--- config.mk ---
export PLATFORM = sky130hd
export DESIGN_NAME = icetap_jtag_tap_flat
export DESIGN_NICKNAME = d
export VERILOG_FILES = /design/src/rtl/icetap_jtag_tap_if.sv /design/src/rtl/icetap_jtag_tap.sv /design/src/flat_wrapper.sv
export SDC_FILE = /design/constraint.sdc
export NUM_CORES = 1
export LEC_CHECK = 0
export ABC_AREA = 1
export CORE_ASPECT_RATIO = 1.1
export CORE_MARGIN = 1.5
export CORE_UTILIZATION = 50
export DETAILED_ROUTE_END_ITERATION = 7
export GPL_ROUTABILITY_DRIVEN = 0
export PLACE_DENSITY = 0.82
export SYNTH_ARGS = -nofsm -noshare
export SYNTH_HDL_FRONTEND = slang
export SYNTH_SLANG_ARGS = --single-unit
--- constraint.sdc ---
create_clock -name tck -period 2.95 [get_ports tck]
set_clock_uncertainty 0.05 [all_clocks]
set_input_delay 0.7375 -clock tck [delete_from_list [all_inputs] [get_ports tck]]
set_output_delay 0.7375 -clock tck [all_outputs]
set_load 0.05 [all_outputs]
--- src/rtl/icetap_jtag_tap_if.sv ---
// Pin-level bundle between the TAP controller and its neighbours: tms/tdi/icetap_tdo in,
// tdo plus the Moore state strobes and instruction selects out.
interface icetap_jtag_tap_if;
    logic tms;
    logic tdi;
    logic icetap_tdo;
    logic tdo;
    logic tdo_en;
    logic test_logic_reset;
    logic run_test_idle;
    logic capture_dr;
    logic shift_dr;
    logic update_dr;
    logic capture_ir;
    logic shift_ir;
    logic update_ir;
    logic scan_n_ir;
    logic extest_ir;
    logic idcode_ir;
    logic bypass_ir;

    modport slave (
        input  tms, tdi, icetap_tdo,
        output tdo, tdo_en, test_logic_reset, run_test_idle,
               capture_dr, shift_dr, update_dr, capture_ir, shift_ir, update_ir,
               scan_n_ir, extest_ir, idcode_ir, bypass_ir
    );

    modport master (
        output tms, tdi, icetap_tdo,
        input  tdo, tdo_en, test_logic_reset, run_test_idle,
               capture_dr, shift_dr, update_dr, capture_ir, shift_ir, update_ir,
               scan_n_ir, extest_ir, idcode_ir, bypass_ir
    );
endinterface

--- src/rtl/icetap_jtag_tap.sv ---
// 1149.1 TAP controller in front of the icetap JTAG top: 16-state FSM, IR, BYPASS and tdo mux.
// Define ICETAP_JTAG_IDCODE_EN to add the 32-bit IDCODE register and make it the default IR.
module icetap_jtag_tap #(
    parameter int unsigned        IR_BITS      = 4,
    parameter logic [IR_BITS-1:0] IR_EXTEST    = IR_BITS'(0),
    parameter logic [IR_BITS-1:0] IR_IDCODE    = IR_BITS'(1),
    parameter logic [IR_BITS-1:0] IR_SCAN_N    = IR_BITS'(2),
    parameter logic [31:0]        IDCODE_VALUE = 32'h1000_0001
) (
    input  logic              tck,
    input  logic              reset,
    icetap_jtag_tap_if.slave  jtag
);

    typedef enum logic [3:0] {
        TLR, RTI,
        SEL_DR, CAP_DR, SH_DR, EX1_DR, PAUSE_DR, EX2_DR, UPD_DR,
        SEL_IR, CAP_IR, SH_IR, EX1_IR, PAUSE_IR, EX2_IR, UPD_IR
    } tap_state_e;

    localparam logic [IR_BITS-1:0] IR_CAPTURE = IR_BITS'(1);
`ifdef ICETAP_JTAG_IDCODE_EN
    localparam logic [IR_BITS-1:0] IR_DEFAULT = IR_IDCODE;
`else
    localparam logic [IR_BITS-1:0] IR_DEFAULT = '1;
`endif

    tap_state_e         state_q, state_d;
    logic [IR_BITS-1:0] ir_shift_q, ir_shift_d;
    logic [IR_BITS-1:0] ir_q, ir_d;
    logic               bypass_q, bypass_d;
    logic               sel_scan_n, sel_extest, sel_idcode, sel_bypass;
    logic               tdo_d;

    always_ff @(posedge tck) begin
        if (reset) begin
            state_q <= TLR;
        end else begin
            state_q <= state_d;
        end
    end

    always_comb begin
        state_d = state_q;
        unique case (state_q)
            TLR:      state_d = jtag.tms ? TLR      : RTI;
            RTI:      state_d = jtag.tms ? SEL_DR   : RTI;
            SEL_DR:   state_d = jtag.tms ? SEL_IR   : CAP_DR;
            CAP_DR:   state_d = jtag.tms ? EX1_DR   : SH_DR;
            SH_DR:    state_d = jtag.tms ? EX1_DR   : SH_DR;
            EX1_DR:   state_d = jtag.tms ? UPD_DR   : PAUSE_DR;
            PAUSE_DR: state_d = jtag.tms ? EX2_DR   : PAUSE_DR;
            EX2_DR:   state_d = jtag.tms ? UPD_DR   : SH_DR;
            UPD_DR:   state_d = jtag.tms ? SEL_DR   : RTI;
            SEL_IR:   state_d = jtag.tms ? TLR      : CAP_IR;
            CAP_IR:   state_d = jtag.tms ? EX1_IR   : SH_IR;
            SH_IR:    state_d = jtag.tms ? EX1_IR   : SH_IR;
            EX1_IR:   state_d = jtag.tms ? UPD_IR   : PAUSE_IR;
            PAUSE_IR: state_d = jtag.tms ? EX2_IR   : PAUSE_IR;
            EX2_IR:   state_d = jtag.tms ? UPD_IR   : SH_IR;
            UPD_IR:   state_d = jtag.tms ? SEL_DR   : RTI;
        endcase
    end

    // Active IR moves only on Update-IR or while parked in TLR; partial shifts never leak in.
    always_comb begin
        ir_shift_d = ir_shift_q;
        ir_d       = ir_q;
        bypass_d   = bypass_q;
        case (state_q)
            TLR:    ir_d       = IR_DEFAULT;
            CAP_IR: ir_shift_d = IR_CAPTURE;
            SH_IR:  ir_shift_d = {jtag.tdi, ir_shift_q[IR_BITS-1:1]};
            UPD_IR: ir_d       = ir_shift_q;
            CAP_DR: bypass_d   = 1'b0;
            SH_DR:  bypass_d   = jtag.tdi;
            default: ;
        endcase
    end

    always_ff @(posedge tck) begin
        if (reset) begin
            ir_shift_q <= IR_CAPTURE;
            ir_q       <= IR_DEFAULT;
            bypass_q   <= 1'b0;
        end else begin
            ir_shift_q <= ir_shift_d;
            ir_q       <= ir_d;
            bypass_q   <= bypass_d;
        end
    end

`ifdef ICETAP_JTAG_IDCODE_EN
    logic [31:0] idcode_q, idcode_d;

    always_comb begin
        idcode_d = idcode_q;
        case (state_q)
            CAP_DR:  idcode_d = IDCODE_VALUE;
            SH_DR:   idcode_d = {jtag.tdi, idcode_q[31:1]};
            default: ;
        endcase
    end

    always_ff @(posedge tck) begin
        if (reset) begin
            idcode_q <= IDCODE_VALUE;
        end else begin
            idcode_q <= idcode_d;
        end
    end

    assign sel_idcode = (ir_q == IR_IDCODE);
`else
    logic unused_cfg;
    assign unused_cfg = ^{IDCODE_VALUE, IR_IDCODE};
    assign sel_idcode = 1'b0;
`endif

    assign sel_scan_n = (ir_q == IR_SCAN_N);
    assign sel_extest = (ir_q == IR_EXTEST);
    assign sel_bypass = ~(sel_scan_n | sel_extest | sel_idcode);

    always_comb begin
        tdo_d = 1'b0;
        if (state_q == SH_IR) begin
            tdo_d = ir_shift_q[0];
        end else if (state_q == SH_DR) begin
            if (sel_scan_n || sel_extest) begin
                tdo_d = jtag.icetap_tdo;
            end else if (sel_bypass) begin
                tdo_d = bypass_q;
            end else begin
`ifdef ICETAP_JTAG_IDCODE_EN
                tdo_d = idcode_q[0];
`else
                tdo_d = 1'b0;
`endif
            end
        end
    end

    assign jtag.tdo              = tdo_d;
    assign jtag.tdo_en           = (state_q == SH_DR) || (state_q == SH_IR);
    assign jtag.test_logic_reset = (state_q == TLR);
    assign jtag.run_test_idle    = (state_q == RTI);
    assign jtag.capture_dr       = (state_q == CAP_DR);
    assign jtag.shift_dr         = (state_q == SH_DR);
    assign jtag.update_dr        = (state_q == UPD_DR);
    assign jtag.capture_ir       = (state_q == CAP_IR);
    assign jtag.shift_ir         = (state_q == SH_IR);
    assign jtag.update_ir        = (state_q == UPD_IR);
    assign jtag.scan_n_ir        = sel_scan_n;
    assign jtag.extest_ir        = sel_extest;
    assign jtag.idcode_ir        = sel_idcode;
    assign jtag.bypass_ir        = sel_bypass;

endmodule

--- src/flat_wrapper.sv ---
// flat-port wrapper written by rule: the top's interface ports become plain ports
module icetap_jtag_tap_flat 
#(
    parameter int unsigned        IR_BITS      = 4,
    parameter logic [IR_BITS-1:0] IR_EXTEST    = IR_BITS'(0),
    parameter logic [IR_BITS-1:0] IR_IDCODE    = IR_BITS'(1),
    parameter logic [IR_BITS-1:0] IR_SCAN_N    = IR_BITS'(2),
    parameter logic [31:0]        IDCODE_VALUE = 32'h1000_0001
)
  (tck, reset, jtag_tms, jtag_tdi, jtag_icetap_tdo, jtag_tdo, jtag_tdo_en, jtag_test_logic_reset, jtag_run_test_idle, jtag_capture_dr, jtag_shift_dr, jtag_update_dr, jtag_capture_ir, jtag_shift_ir, jtag_update_ir, jtag_scan_n_ir, jtag_extest_ir, jtag_idcode_ir, jtag_bypass_ir);
  icetap_jtag_tap_if jtag_i ();
  input  logic tck;
  input  logic reset;
  input wire logic [$bits(jtag_i.tms)-1:0] jtag_tms;
  input wire logic [$bits(jtag_i.tdi)-1:0] jtag_tdi;
  input wire logic [$bits(jtag_i.icetap_tdo)-1:0] jtag_icetap_tdo;
  output wire logic [$bits(jtag_i.tdo)-1:0] jtag_tdo;
  output wire logic [$bits(jtag_i.tdo_en)-1:0] jtag_tdo_en;
  output wire logic [$bits(jtag_i.test_logic_reset)-1:0] jtag_test_logic_reset;
  output wire logic [$bits(jtag_i.run_test_idle)-1:0] jtag_run_test_idle;
  output wire logic [$bits(jtag_i.capture_dr)-1:0] jtag_capture_dr;
  output wire logic [$bits(jtag_i.shift_dr)-1:0] jtag_shift_dr;
  output wire logic [$bits(jtag_i.update_dr)-1:0] jtag_update_dr;
  output wire logic [$bits(jtag_i.capture_ir)-1:0] jtag_capture_ir;
  output wire logic [$bits(jtag_i.shift_ir)-1:0] jtag_shift_ir;
  output wire logic [$bits(jtag_i.update_ir)-1:0] jtag_update_ir;
  output wire logic [$bits(jtag_i.scan_n_ir)-1:0] jtag_scan_n_ir;
  output wire logic [$bits(jtag_i.extest_ir)-1:0] jtag_extest_ir;
  output wire logic [$bits(jtag_i.idcode_ir)-1:0] jtag_idcode_ir;
  output wire logic [$bits(jtag_i.bypass_ir)-1:0] jtag_bypass_ir;
  assign jtag_i.tms = jtag_tms;
  assign jtag_i.tdi = jtag_tdi;
  assign jtag_i.icetap_tdo = jtag_icetap_tdo;
  assign jtag_tdo = jtag_i.tdo;
  assign jtag_tdo_en = jtag_i.tdo_en;
  assign jtag_test_logic_reset = jtag_i.test_logic_reset;
  assign jtag_run_test_idle = jtag_i.run_test_idle;
  assign jtag_capture_dr = jtag_i.capture_dr;
  assign jtag_shift_dr = jtag_i.shift_dr;
  assign jtag_update_dr = jtag_i.update_dr;
  assign jtag_capture_ir = jtag_i.capture_ir;
  assign jtag_shift_ir = jtag_i.shift_ir;
  assign jtag_update_ir = jtag_i.update_ir;
  assign jtag_scan_n_ir = jtag_i.scan_n_ir;
  assign jtag_extest_ir = jtag_i.extest_ir;
  assign jtag_idcode_ir = jtag_i.idcode_ir;
  assign jtag_bypass_ir = jtag_i.bypass_ir;
  icetap_jtag_tap #(.IR_BITS(IR_BITS), .IR_EXTEST(IR_EXTEST), .IR_IDCODE(IR_IDCODE), .IR_SCAN_N(IR_SCAN_N), .IDCODE_VALUE(IDCODE_VALUE)) u_core (.tck(tck), .reset(reset), .jtag(jtag_i));
endmodule
# Yosys cells after proc, flatten, opt, wreduce, memory -nomap -nowiden
# Index checks and enable logic that the tools add are counted.
# classes
eq_ne	16
shifts	0
magnitude_cmp	0
n_reduce_logical	10
n_div	0
mux	20
bitwise	2
mul	0
addsub	0
# ops
cell	n
4-bit one-hot mux with 12 select lines	1
4-bit == test (second input constant)	8
4-bit by 3-bit == test with 1-bit output (second input constant)	4
4-bit two-way mux	4
4-bit one-hot mux with 2 select lines	2
4-bit by 2-bit == test with 1-bit output (second input constant)	3
4-bit zero test	2
1-bit two-way mux	7
2-bit two-way mux	3
3-bit two-way mux	2
2-bit nonzero test	3
4-bit by 1-bit == test with 1-bit output (second input constant)	1
2-bit OR reduction	2
3-bit OR reduction	1
1-bit logical OR	2
1-bit one-hot mux with 2 select lines	1
1-bit NOT	1
1-bit bitwise OR	1
# word_totals
output_inout_bits	14
inputBits	5
rom_bits	0
memories	0
mem_bits_rw	0
elab_cells	52
regBits	13
latchBits	0

# Longest topological paths before layout
# Gate-level depths: netlist of the first run.
# logic_depth
ltp_word	6
depth_mapped	8
ltp_nobuf	8

# Least setup slack after synthesis of the first run
# OpenSTA, ideal clock, no wires.
# synth_path
path_type	reg-to-output
startpoint	register u_core.state_q[2]
endpoint	output jtag_tdo
setup_slack_ns	0.423
t_arrival_ns	1.739
required_ns	2.162
path_stages_with_launch	7
n_path_buf	0
cell_sequence	dfxtp_1 -> inv_2 -> nor2_2 -> nand2_2 -> inv_2 -> o21ai_1 -> o21ai_1
# synth_via
elab_chain_len	3
word_cells_on_any_way	4
classes_between	2 x eq/ne; 2 x mux
# synth_rtl
element	line_no	text
from (decl)	icetap_jtag_tap.sv:28	tap_state_e state_q, state_d;
from (signal assigned)	icetap_jtag_tap.sv:39	state_q <= state_d;
4-bit by 3-bit == test with 1-bit output	-	
via jtag_shift_dr	flat_wrapper.sv:22	output wire logic [$bits(jtag_i.shift_dr)-1:0] jtag_shift_dr;
1-bit two-way mux	icetap_jtag_tap.sv:128	end else if (state_q == SH_DR) begin
1-bit two-way mux	icetap_jtag_tap.sv:126	if (state_q == SH_IR) begin
to (decl)	flat_wrapper.sv:17	output wire logic [$bits(jtag_i.tdo)-1:0] jtag_tdo;
# The timed path passes the listed nets, and every way through them passes these cells.

# Worst setup path after layout of the first run
# layout_path
startpoint	register u_core.state_q[2]
endpoint	output jtag_tdo_en
# layout_via
elab_chain_len	2
word_cells_on_any_way	3
classes_between	2 x eq/ne; 1 x reduce/logical
# layout_rtl
element	line_no	text
4-bit by 3-bit == test with 1-bit output or 4-bit == test (tied branches)	icetap_jtag_tap.sv:144	assign jtag.tdo_en = (state_q == SH_DR) || (state_q == SH_IR);
1-bit logical OR *	icetap_jtag_tap.sv:144	
to (decl)	flat_wrapper.sv:18	output wire logic [$bits(jtag_i.tdo_en)-1:0] jtag_tdo_en;
# Every way passes the cells marked *; elsewhere a longest branch is shown, timed or not.

==> qor.tcl, run 1 <==
set qor(drt.antenna.violating_nets) 0
set qor(fin_setup_tns_ns) 0
set qor(route.detailed.vias_per_inst) 5.25
set qor(chipHeight_um) 43.8
set qor(final_layout_size_suffix_gt1_share_pct) 12.2
set qor(worst_path_class_setup) {reg -> out}
set qor(postSynthRegisterBits) 13
set qor(layout_common_cells) {nand2_1 (44), nor2_1 (19), clkdlybuf4s50_1 (16)}
set qor(fin_total_pwr_uw) 365
set qor(rsz0062_at_grt) {no}
set qor(yosysWarnings) 0
set qor(final_max_slew_viol_count) 0
set qor(first_pass_grt_wire_length_um) 2970
set qor(routed_wl_um) 1800
set qor(relSlewSlack_pct) 66.4
set qor(htree_num_levels) 1
set qor(floorplan.io_pins) 19
set qor(final_common_cell) {nand2_1}
set qor(first_global_vias) 744
set qor(placement_rows) 14
set qor(avgRoutedWirePerCell_um) 11.0
set qor(final_hold_vios) 0
set qor(die_x_um) 40.1
set qor(seq_area_frac_synth_pct) 34.3
set qor(synth_area_um2) 758
set qor(fill_cells) 128
set qor(critical_path_required_ns) 2.16
set qor(max-clock-path-buffers) 2
set qor(p_per_area_nw_per_um2) 375
set qor(cts_hold_bufs) 0
set qor(max-vdd-ir-drop_mv) 0.295
set qor(cts.reportedPaths.clkPinSlew_ns) 0.08
set qor(cts_resized) 0
set qor(max-cap-violations) 0
set qor(antenna_violations_before_repair) 0
set qor(overall_overflow_remaining_after_global_route) 0
set qor(power.leakage_nw) 0.480
set qor(clock-sinks) 13
set qor(floorplan.initialDensity_pct) 54.8
set qor(post-route-worst-setup-slack_ns) 0.124
set qor(n_antenna_cell) 0
set qor(floorplan.core_area_um2) 1380
set qor(cts_inserted_buffers) 3
set qor(design.final.nets) 153
set qor(minimum_clock_period_ns) 2.83
set qor(fin_crit_sh_pct) 95.8
set qor(cp-start-kind) {flip-flop}
set qor(io_buffers) 17
set qor(detail_route.first_pass.iterations) 4
set qor(clock-root-buffer) {clkbuf_4}
set qor(grt_max_degree) 11
set qor(mean_post_synth_cell_area_um2) 5.92
set qor(hpwl_um) 1430
set qor(drc) 0
set qor(finalSetupViolCount) 0
set qor(syn2layout_area_growth_pct) 28.4
set qor(endpoint_kind) {primary output}
set qor(design.die.area_um2) 1760
set qor(total_routing_resource_utilization_after_global_routing_pct) 25.2
set qor(pre_cts_setup_slack_ns) 0.415
set qor(timing.hold.worst.class) {reg -> reg}
set qor(timing.fmax_mhz) 354
set qor(critical_path_fanouts_max) 5
set qor(tritoncts) {built}
set qor(violation_count_after_the_first_detailed_routing_iteration) 44
set qor(outcome) {completed}
set qor(netlist_instances) 128
set qor(worst_slew_pin_slew_ns) 0.503
set qor(post-cts-setup-buffers) 0
set qor(post_synth_net_total) 133
set qor(yosysUniqueCellTypes) 18
set qor(worst_ep_arrival_time_ns) 2.04
set qor(worst_skew_pair.late_latency_ns) 0.28
set qor(vias_after_detailed_routing) 856
-- power by group --
| part | leakage [nW] | internal [mW] | switching [mW] |
|---|---|---|---|
| Combinational | 0.360 | 0.0215 | 0.0474 |
| Sequential | 0.105 | 0.178 | 0.00407 |
| Clock | 0.0150 | 0.0526 | 0.0609 |
| Total | 0.480 | 0.252 | 0.112 |
-- metrics by stage --
| stage | hold slack (ns) | util [%] | instance area, um^2 | std cells |
|---|---|---|---|---|
| 2_1_floorplan | 0.389 | - | 758 | 128 |
| 3_3_place_gp | 0.410 | 68.4 | 947 | 159 |
| 3_5_place_dp | 0.419 | 68.4 | 947 | 159 |
| 4_1_cts | 0.431 | 70.3 | 973 | 163 |
| 5_1_grt | 0.455 | 70.3 | 973 | 163 |
| 6_report | 0.429 | 70.3 | 973 | 163 |
-- metal layers --
layer	up-vias	part of all wire, %	global-route usage (%)
met5	-	0	0
li1	436	-	-
met1	373	44	33.7
met2	42	44	36.8
met4	0	2.4	14.5
met3	5	8.8	4.62
-- cells by family after synthesis --
group | after synthesis | share of synthesized area, %
AOI/OAI and AO/OA | 16 | 11.9
and+or+nand+nor | 76 | 41.9
DFF | 13 | 34.3
buffers and inverters | 22 | 11.4
other | 1 | 0.495
-- synth_stat cells --
cell type | instances | area [um^2]
o22ai_1 | 5 | 31.3
o221ai_1 | 1 | 8.76
nor2_4 | 2 | 22.5
nand3_1 | 7 | 35.0
inv_1 | 11 | 41.3
nor3_1 | 1 | 5.00
inv_2 | 9 | 33.8
dfxtp_1 | 13 | 260
conb_1 | 1 | 3.75
buf_4 | 1 | 7.51
nor2_2 | 1 | 6.26
nand2_2 | 1 | 6.26
a21oi_1 | 7 | 35.0
or2_2 | 1 | 6.26
o21ai_1 | 3 | 15.0
nor2_1 | 19 | 71.3
buf_1 | 1 | 3.75
nand2_1 | 44 | 165
-- final cells by class --
cell class / instances / area [um^2] / area share, %
Timing Repair Buffer: 17 / 180 / 18.5
Tap cell: 16 / 20.0 / 2.06
Sequential cell: 13 / 260 / 26.7
Clock buffer: 4 / 26.3 / 2.70
Inverter: 20 / 75.1 / 7.71
Multi-Input combinational cell: 93 / 412 / 42.3
-- state kept, by name (all words and copies together) (netlist names) --
name	flops
u_core.ir_q	4
u_core.ir_shift_q	4
u_core.state_q	4
u_core.bypass_q	1
-- worst max-delay path, stage by stage, from the launching register on --
cell and delay [ns]:
dfxtp_1 0.44, inv_2 0.06, nor2_2 0.23, nand2_2 0.14, nand2_1 0.09, clkdlybuf4s50_1 0.80
-- final timing paths --
| check | cells past startpoint | slack, ns | start | endpoint |
|---|---|---|---|---|
| worst max-delay path | 5 | 0.12 | u_core.state_q[2]$_SDFF_PP0_ | jtag_tdo_en |
| worst min-delay path | 2 | 0.43 | u_core.ir_shift_q[3]$_SDFFE_PP0P_ | u_core.ir_shift_q[2]$_SDFFE_PP0P_ |
| worst max register to register | 7 | 1.61 | u_core.state_q[2]$_SDFF_PP0_ | u_core.state_q[0]$_SDFF_PP0_ |
| worst min register to register | 2 | 0.43 | u_core.ir_shift_q[3]$_SDFFE_PP0P_ | u_core.ir_shift_q[2]$_SDFFE_PP0P_ |
Note: power is estimated with default switching activity, not from simulation.
==> run 2, diff against run 1 <==
--- a/config.mk
+++ b/config.mk
@@ -9,9 +9,11 @@
 export CORE_ASPECT_RATIO = 1.1
 export CORE_MARGIN = 1.5
 export CORE_UTILIZATION = 50
+export CTS_CLUSTER_SIZE = 28
 export DETAILED_ROUTE_END_ITERATION = 7
 export GPL_ROUTABILITY_DRIVEN = 0
 export PLACE_DENSITY = 0.82
+export SKIP_CTS_REPAIR_TIMING = 1
 export SYNTH_ARGS = -nofsm -noshare
 export SYNTH_HDL_FRONTEND = slang
 export SYNTH_SLANG_ARGS = --single-unit
==> results of run 2 <==
Same layout as run 1: the final DEF is identical, and so are final timing and power.
==> run 3, diff against run 2 <==
--- a/config.mk
+++ b/config.mk
@@ -13,6 +13,7 @@
 export DETAILED_ROUTE_END_ITERATION = 7
 export GPL_ROUTABILITY_DRIVEN = 0
 export PLACE_DENSITY = 0.82
+export RECOVER_POWER = 50
 export SKIP_CTS_REPAIR_TIMING = 1
 export SYNTH_ARGS = -nofsm -noshare
 export SYNTH_HDL_FRONTEND = slang
==> qor.tcl, run 3 (synthesis gave the netlist of run 1 again) <==
set qor(route.detailed.vias_per_inst) 5.25
set qor(layout_common_cells) {nand2_1 (44), nor2_1 (19), clkdlybuf4s50_1 (14)}
set qor(io_buffers) 17
set qor(rrSetupSlack_ns) 1.61
set qor(cp-start-kind) {flip-flop}
set qor(outcome) {completed}
set qor(minimum_clock_period_ns) 2.83
set qor(reg2reg_depth) 7
set qor(final_common_cell) {nand2_1}
set qor(max-vdd-ir-drop_mv) 0.295
set qor(max-cap-violations) 0
set qor(final_hold_vios) 0
set qor(seqCellArea_um2) 260
set qor(floorplan.io_pins) 19
set qor(avgRoutedWirePerCell_um) 11.0
set qor(chipHeight_um) 43.8
set qor(power.leakage_nw) 0.481
set qor(fill_cells) 128
set qor(timing.hold.worst.class) {reg -> reg}
set qor(first_pass_grt_wire_length_um) 2970
set qor(fin_crit_sh_pct) 95.8
set qor(cells_along_the_critical_path) {inv_2, nor2_2, nand2_2, nand2_1, clkdlybuf4s50_1}
set qor(worst_path_class_setup) {reg -> out}
set qor(p_per_area_nw_per_um2) 374
set qor(critPathMaxStageDelay_ns) 0.80
set qor(critical_path_depth) 5
set qor(htree_num_levels) 1
set qor(crit_end) {jtag_tdo_en}
set qor(cts.reportedPaths.clkPinSlew_ns) 0.08
set qor(design.final.nets) 153
set qor(timing.rr.start) {u_core.state_q[2]$_SDFF_PP0_}
set qor(worst_slew_pin_slew_ns) 0.503
set qor(crit_slowest_cell) {clkdlybuf4s50_1}
set qor(vias_after_detailed_routing) 856
set qor(max-clock-path-buffers) 2
set qor(final_layout_size_suffix_gt1_share_pct) 12.2
set qor(crit_path_buffers_inverters) 2
set qor(crit_start) {u_core.state_q[2]$_SDFF_PP0_}
set qor(cts_inserted_buffers) 3
set qor(regToRegEndpoint) {u_core.state_q[0]$_SDFF_PP0_}
set qor(routed_wl_um) 1800
set qor(tritoncts) {built}
set qor(finalSetupViolCount) 0
set qor(worst_skew_pair.late_latency_ns) 0.28
set qor(overall_overflow_remaining_after_global_route) 0
set qor(multiInputGateArea_um2) 412
set qor(final_max_slew_viol_count) 0
set qor(utilization_pct) 70.3
set qor(n_antenna_cell) 0
set qor(critical_path_required_ns) 2.16
set qor(critical_path_fanouts_max) 5
set qor(floorplan.initialDensity_pct) 54.8
set qor(total_routing_resource_utilization_after_global_routing_pct) 25.2
set qor(antenna_violations_before_repair) 0
set qor(detail_route.first_pass.iterations) 4
set qor(clock-root-buffer) {clkbuf_4}
set qor(first_global_vias) 744
set qor(rsz0062_at_grt) {no}
set qor(drc) 0
set qor(timing.fmax_mhz) 354
set qor(worst_ep_arrival_time_ns) 2.04
set qor(relSlewSlack_pct) 66.4
set qor(syn2layout_area_growth_pct) 28.4
set qor(floorplan.core_area_um2) 1380
set qor(largest_registers) {u_core.ir_q: 4 flops, u_core.ir_shift_q: 4 flops, u_core.state_q: 4 flops}
set qor(die_x_um) 40.1
set qor(fin_setup_tns_ns) 0
set qor(hpwl_um) 1430
set qor(fin_total_pwr_uw) 364
set qor(endpoint_kind) {primary output}
set qor(design.die.area_um2) 1760
set qor(clock-sinks) 13
set qor(violation_count_after_the_first_detailed_routing_iteration) 44
set qor(drt.antenna.violating_nets) 0
set qor(critPathTopFamily) {buffers and inverters}
set qor(placement_rows) 14
set qor(grt_max_degree) 11
==> run 3: changes by cell type in the layout (fill, tap and decap cells not counted), sizes merged <==
cell / change
dlygate4sd3: +2
clkdlybuf4s50: -2
==> run 3: per-layer routing <==
metal	routed length, um	GRT usage, %
met5	0	0
met4	44	14.5
met3	158	4.62
met2	798	36.8
met1	795	33.7
==> run 3: worst min-delay path: cells and delay by family (launching register included) <==
kind            cells  cell delay [ns]
simple gates        1             0.07
compound gates      1             0.05
flops               1             0.32
==> run 3: through the flow <==
stage	cells	area (um^2)	hold WS (ns)	setup slack (ns)
after global routing	163	973	0.455	0.0144
after global placement	159	947	0.410	0.449
after CTS	163	973	0.431	0.101
after floorplan	128	758	0.389	0.423
final	163	973	0.429	0.124
after detailed placement	159	947	0.419	0.415
==> run 3: how the worst min path moves through the flow <==
stage	endpoint	start	cells past startpoint
global placement	u_core.ir_q[2]$_SDFFE_PP1P_	u_core.ir_q[2]$_SDFFE_PP1P_	2
detailed placement	u_core.ir_q[2]$_SDFFE_PP1P_	u_core.ir_q[2]$_SDFFE_PP1P_	2
finish	u_core.ir_shift_q[2]$_SDFFE_PP0P_	u_core.ir_shift_q[3]$_SDFFE_PP0P_	2
CTS	u_core.ir_shift_q[2]$_SDFFE_PP0P_	u_core.ir_shift_q[3]$_SDFFE_PP0P_	2
global route	u_core.ir_shift_q[2]$_SDFFE_PP0P_	u_core.ir_shift_q[3]$_SDFFE_PP0P_	2
floorplan	u_core.ir_q[2]$_SDFFE_PP1P_	u_core.ir_q[2]$_SDFFE_PP1P_	2
==> run 3: final cells by class <==
type	instances	share of cell area, %
multi-input combinational	93	42.3
sequential	13	26.7
inverter	20	7.71
clock buffer	4	2.70
tap	16	2.06
timing repair buffer	17	18.5
==> run 3: power breakdown <==
| part | switching [mW] | internal [mW] |
|---|---|---|
| clock | 0.0609 | 0.0526 |
| sequential | 0.00407 | 0.178 |
| combinational | 0.0474 | 0.0210 |
| total | 0.112 | 0.252 |
